$ cat src/rtl/zero_scan_pkg.sv
// Shared types and sizing helpers for the chunked all-zeroes scanner.
package zero_scan_pkg;

    typedef enum logic [1:0] {
        IDLE,
        SCAN,
        DONE
    } zs_state_e;

    function automatic int num_chunks(input int width, input int chunk);
        return (width + chunk - 1) / chunk;
    endfunction

    // Result index must also encode "no non-zero chunk" as num_chunks itself.
    function automatic int idx_width(input int width, input int chunk);
        return $clog2(num_chunks(width, chunk) + 1);
    endfunction

endpackage

$ cat src/rtl/zero_scan_ctrl_det.sv
// Narrow all-zeroes detector, reused every cycle by the scan sequencer.
module AllZeroDet #(
    parameter int width = 8
) (
    input  logic [width-1:0] a_i,
    output logic             zero_o
);

    assign zero_o = ~|a_i;

endmodule

$ cat src/rtl/zero_scan_ctrl.sv
// Decides A == 0 for a wide operand by scanning one chunk per cycle, LSB chunk
// first, stopping at the first non-zero chunk.
module zero_scan_ctrl
    import zero_scan_pkg::*;
#(
    parameter  int width     = 64,
    parameter  int chunk     = 8,
    localparam int NumChunks = num_chunks(width, chunk),
    localparam int IdxW      = idx_width(width, chunk),
    localparam int PadW      = NumChunks * chunk
) (
    input  logic             clk_i,
    input  logic             rst_ni,
    input  logic             in_valid_i,
    output logic             in_ready_o,
    input  logic [width-1:0] A_i,
    output logic             out_valid_o,
    input  logic             out_ready_i,
    output logic             Z_o,
    output logic [IdxW-1:0]  idx_o
);

    zs_state_e       state_q, state_d;
    logic [IdxW-1:0] counter_q, counter_d;
    logic [PadW-1:0] operand_q, operand_d;
    logic            z_q, z_d;
    logic [IdxW-1:0] idx_q, idx_d;
    logic [chunk-1:0] chunk_sel;
    logic            chunk_zero;

    // Handshake outputs decode the state register directly, so reset drops
    // out_valid_o without waiting for a clock edge.
    assign in_ready_o  = (state_q == IDLE);
    assign out_valid_o = (state_q == DONE);
    assign Z_o         = z_q;
    assign idx_o       = idx_q;

    always_comb begin
        // NOTE: every combinational output gets a default first; without it a
        // path that skips an assignment would infer a latch.
        chunk_sel = '0;
        for (int i = 0; i < NumChunks; i++) begin
            if (counter_q == IdxW'(i)) chunk_sel = operand_q[i*chunk +: chunk];
        end
    end

    AllZeroDet #(.width(chunk)) u_det (
        .a_i    (chunk_sel),
        .zero_o (chunk_zero)
    );

    always_comb begin
        state_d   = state_q;
        counter_d = counter_q;
        operand_d = operand_q;
        z_d       = z_q;
        idx_d     = idx_q;
        unique case (state_q)
            IDLE: begin
                if (in_valid_i) begin
                    operand_d = PadW'(A_i);
                    counter_d = '0;
                    state_d   = SCAN;
                end
            end
            SCAN: begin
                if (!chunk_zero) begin
                    z_d     = 1'b0;
                    idx_d   = counter_q;
                    state_d = DONE;
                end else if (counter_q == IdxW'(NumChunks - 1)) begin
                    z_d     = 1'b1;
                    idx_d   = IdxW'(NumChunks);
                    state_d = DONE;
                end else begin
                    counter_d = counter_q + IdxW'(1);
                end
            end
            DONE: begin
                if (out_ready_i) state_d = IDLE;
            end
            default: state_d = IDLE;
        endcase
    end

    // NOTE: state registers use non-blocking assignments so every flop samples
    // the pre-edge values, independent of statement order.
    always_ff @(posedge clk_i or negedge rst_ni) begin
        if (!rst_ni) begin
            state_q   <= IDLE;
            counter_q <= '0;
            operand_q <= '0;
            z_q       <= 1'b0;
            idx_q     <= '0;
        end else begin
            state_q   <= state_d;
            counter_q <= counter_d;
            operand_q <= operand_d;
            z_q       <= z_d;
            idx_q     <= idx_d;
        end
    end

endmodule

$ cat config.mk
export PLATFORM = sky130hd
export DESIGN_NAME = zero_scan_ctrl
export DESIGN_NICKNAME = d
export VERILOG_FILES = /design/src/rtl/zero_scan_pkg.sv /design/src/rtl/zero_scan_ctrl_det.sv /design/src/rtl/zero_scan_ctrl.sv
export SDC_FILE = /design/constraint.sdc
export NUM_CORES = 1
export LEC_CHECK = 0
export CELL_PAD_IN_SITES_DETAIL_PLACEMENT = 0
export CELL_PAD_IN_SITES_GLOBAL_PLACEMENT = 2
export CORE_MARGIN = 2
export CORE_UTILIZATION = 25
export CTS_BUF_LIST = sky130_fd_sc_hd__clkbuf_16
export CTS_CLUSTER_SIZE = 20
export DETAILED_ROUTE_END_ITERATION = 6
export PLACE_DENSITY = 0.79
export SYNTH_ARGS = -nofsm -noshare
export SYNTH_HDL_FRONTEND = slang
export SYNTH_SLANG_ARGS = --single-unit
$ cat constraint.sdc
create_clock -name clk_i -period 6.2 [get_ports clk_i]
set_input_delay 1.24 -clock clk_i [delete_from_list [all_inputs] [get_ports clk_i]]
set_output_delay 1.24 -clock clk_i [all_outputs]
set_load 0.02 [all_outputs]
==> results.py <==
metrics = {
    "run_status": {
        "status": "complete, no violations",
    },
    "place": {
        "io_buffers": 74,
        "place.gp.congestion": 0.757,
        "hpwlAfterDp_um": 6020,
    },
    "floorplanning": {
        "core_area_um2": 13300,
        "die_w_um": 121,
        "die-area_um2": 14600,
        "ios": 75,
        "die_h_um": 121,
        "start_util_pct": 25.7,
        "core.rowCount": 42,
    },
    "clocking": {
        "clock-root-buffer": "clkbuf_16",
        "clock_sinks": 75,
        "clock_latency_ns": 0.33,
        "htree_levels": 3,
        "numCtsBuffers": 9,
        "clk_pin_slew_ns": 0.05,
        "cts_setup_buffers": 0,
        "clockBufferDepth": 2,
        "cts_hold_buf": 0,
        "postCtsResizedCells": 0,
        "cts_tree": "done",
    },
    "timing": {
        "holdWs_ns": 0.471,
        "worstMarginPinSlew_ns": 1.21,
        "drv_slew": 0,
        "setup_viol": 0,
        "finalCritPeriodShare_pct": 46.5,
        "slew_headroom_pct": 18.9,
        "setup-tns-final_ns": 0,
        "hold_viol_final": 0,
        "period_minus_slack_ns": 2.88,
        "rsz0062_at_grt": "false",
        "fmax_ghz": 0.347,
        "finalClockSkew_ns": 0.00407,
    },
    "pwr": {
        "clkPwrFrac_pct": 22.9,
        "p_sw_share_pct": 35.6,
        "ir_worst_vdd_uv": 127,
        "power.leakage_nw": 2.19,
        "p_total_w": 0.00191,
        "intPower_w": 0.00123,
        "p_sw_w": 0.000680,
        "cellPowerDensity_nw_per_um2": 421,
        "comb_power_share_pct": 34.6,
        "p_seq_share_pct": 42.4,
    },
    "critical_path": {
        "critical_path.max_stage_delay_ns": 0.67,
        "worstPathArrival_ns": 1.64,
        "r2r-start": "counter_q[1]",
        "crit_buf_inv": 1,
        "critical_path.top_delay_family": "buffers and inverters",
        "critical_path.max_fanout": 4,
        "startpoint_type": "flop",
        "crit_chain": "nor2_1 -> clkdlybuf4s50_1",
        "crit_start": "state_q[0]",
        "slowest_stage": "clkdlybuf4s50_1",
        "end_kind": "primary output",
        "required_ns": 4.96,
        "crit_type": "flop to primary output",
    },
    "finish": {
        "multi_input_area_um2": 1420,
        "mostFrequentLayoutCell": "nand2_1",
        "mostFrequentLayoutCells": "nand2_1 (197), dfrtp_1 (75), clkdlybuf4s50_1 (73)",
        "n_antenna_cell": 0,
        "drive_gt1_share_pct": 6.97,
        "nets": 530,
        "regArea_um2": 1880,
        "fillers": 1433,
        "syn_to_final_growth_pct": 32.8,
    },
    "hold_path": {
        "hold_class": "flop to flop",
        "min_from": "operand_q[25]",
    },
    "route": {
        "antenna_left": 0,
        "via_per_inst": 4.35,
        "routed_wirelength_um": 8560,
        "drc": 0,
        "detail_route.iter0.violations": 106,
        "vias": 2763,
        "wl_per_cell_um": 13.5,
        "firstDrtPassIters": 4,
    },
    "synth": {
        "netlist_instances": 390,
        "avgSynthCellArea_um2": 8.76,
        "synth.net_count": 462,
        "synth-seq-area-share_pct": 54.9,
        "synth_cell_types": 49,
        "yosysWarnings": 0,
        "netlist_area_um2": 3420,
        "ys.flop_type": "dfrtp_1",
        "synth.ff_latch_count": 75,
        "async_flop_share_pct": 100,
        "synth_edf_count": 0,
    },
    "grt": {
        "grt_pass1_wl_um": 14500,
        "grt_pass1_vias": 2920,
        "gr-usage-all-layers_pct": 12.8,
        "grt_overflow": 0,
        "antenna_found_initial": 0,
        "grt_max_degree": 76,
    },
    "flow_run": {
        "cap_violations": 0,
    },
}
==> routing by layer <==
layer  track usage [%]  share of wire, %  up-vias
met5                 0                 0        -
met4              4.36               1.5        0
met3              3.38               4.0       10
met2              20.7                47       54
met1              16.5                48     1309
li1                  -                 -     1390
==> final timing paths <==
path	endpoint	slack, ns	cells past startpoint
min in group asynchronous	operand_q[32]	1.06	1
worst max-delay path	in_ready_o	3.32	2
worst max register to register	idx_o[0]	3.49	8
max in group asynchronous	operand_q[6]	4.55	1
worst min register to register	operand_q[25]	0.47	2
worst min-delay path	operand_q[25]	0.47	2
==> worst register-to-register path: cells and delay by family (launching register included) <==
family                     cells  cell delay (ns)
and+or+nand+nor                1             0.28
AOI/OAI and AO/OA              4             1.13
buffers and inverters          1             0.12
DFF                            1             0.44
adders and majority gates      1             0.43
muxes                          1             0.24
==> final cells by class <==
type / instances / share of cell area [%]
Sequential cell: 75 / 41.4
Multi-Input combinational cell: 286 / 31.3
Timing Repair Buffer: 74 / 16.3
Clock buffer: 9 / 4.96
Tap cell: 176 / 4.85
Inverter: 12 / 0.993
Clock inverter: 3 / 0.276
==> sequential cells by signal (all words and copies together) (netlist names) <==
signal and cells:
operand_q 64, counter_q 4, idx_o 4, state_q 2, Z_o 1
==> cell usage after synthesis, types with 2 or more instances <==
cell type,n,area [um^2]
clkbuf_1,11,41.3
inv_1,11,41.3
mux2i_1,6,60.1
buf_4,2,15.0
ha_1,4,50.1
nor3b_1,2,15.0
nand3_1,3,15.0
o21ai_0,7,35.0
o311a_2,2,22.5
nand2_1,198,743
buf_1,3,11.3
nand4_1,3,18.8
o221ai_1,2,17.5
nor2_1,15,56.3
and2b_2,3,26.3
or3_1,3,18.8
nand2b_1,2,12.5
o211ai_1,5,37.5
nor4_1,4,25.0
dfrtp_1,75,1880
==> power groups by stage <==
stage	Combinational (W)	Clock, W	Sequential, W
finish	0.000661	0.000437	0.000810
floorplan	0.000486	0	0.000787
global route	0.000753	0.000474	0.000844
global placement	0.000659	0	0.000813
detailed placement	0.000672	0	0.000819
CTS	0.000675	0.000451	0.000812
==> stage by stage <==
step / cell area [um^2] / worst slack (ns) / utilization [%] / cells
CTS: 4540 / 3.27 / 34.1 / 635
global placement: 4300 / 2.99 / 32.3 / 623
floorplan: 3420 / 3.97 / - / 390
detailed placement: 4300 / 2.94 / 32.3 / 623
global route: 4540 / 3.17 / 34.1 / 635
finish: 4540 / 3.32 / 34.1 / 635
==> logic make-up (layout without fill, tap and decap cells) <==
family / count (synthesis) / in the layout / share of synthesized area, %
buffers and inverters: 29 / 98 / 3.63
AND/OR/NAND/NOR: 241 / 241 / 29.4
adder cells (fa/ha/maj): 4 / 4 / 1.47
AO/OA/AOI/OAI: 34 / 34 / 8.46
flip-flops: 75 / 75 / 54.9
multiplexers: 7 / 7 / 2.09
Note: power is estimated with default switching activity, not from simulation.
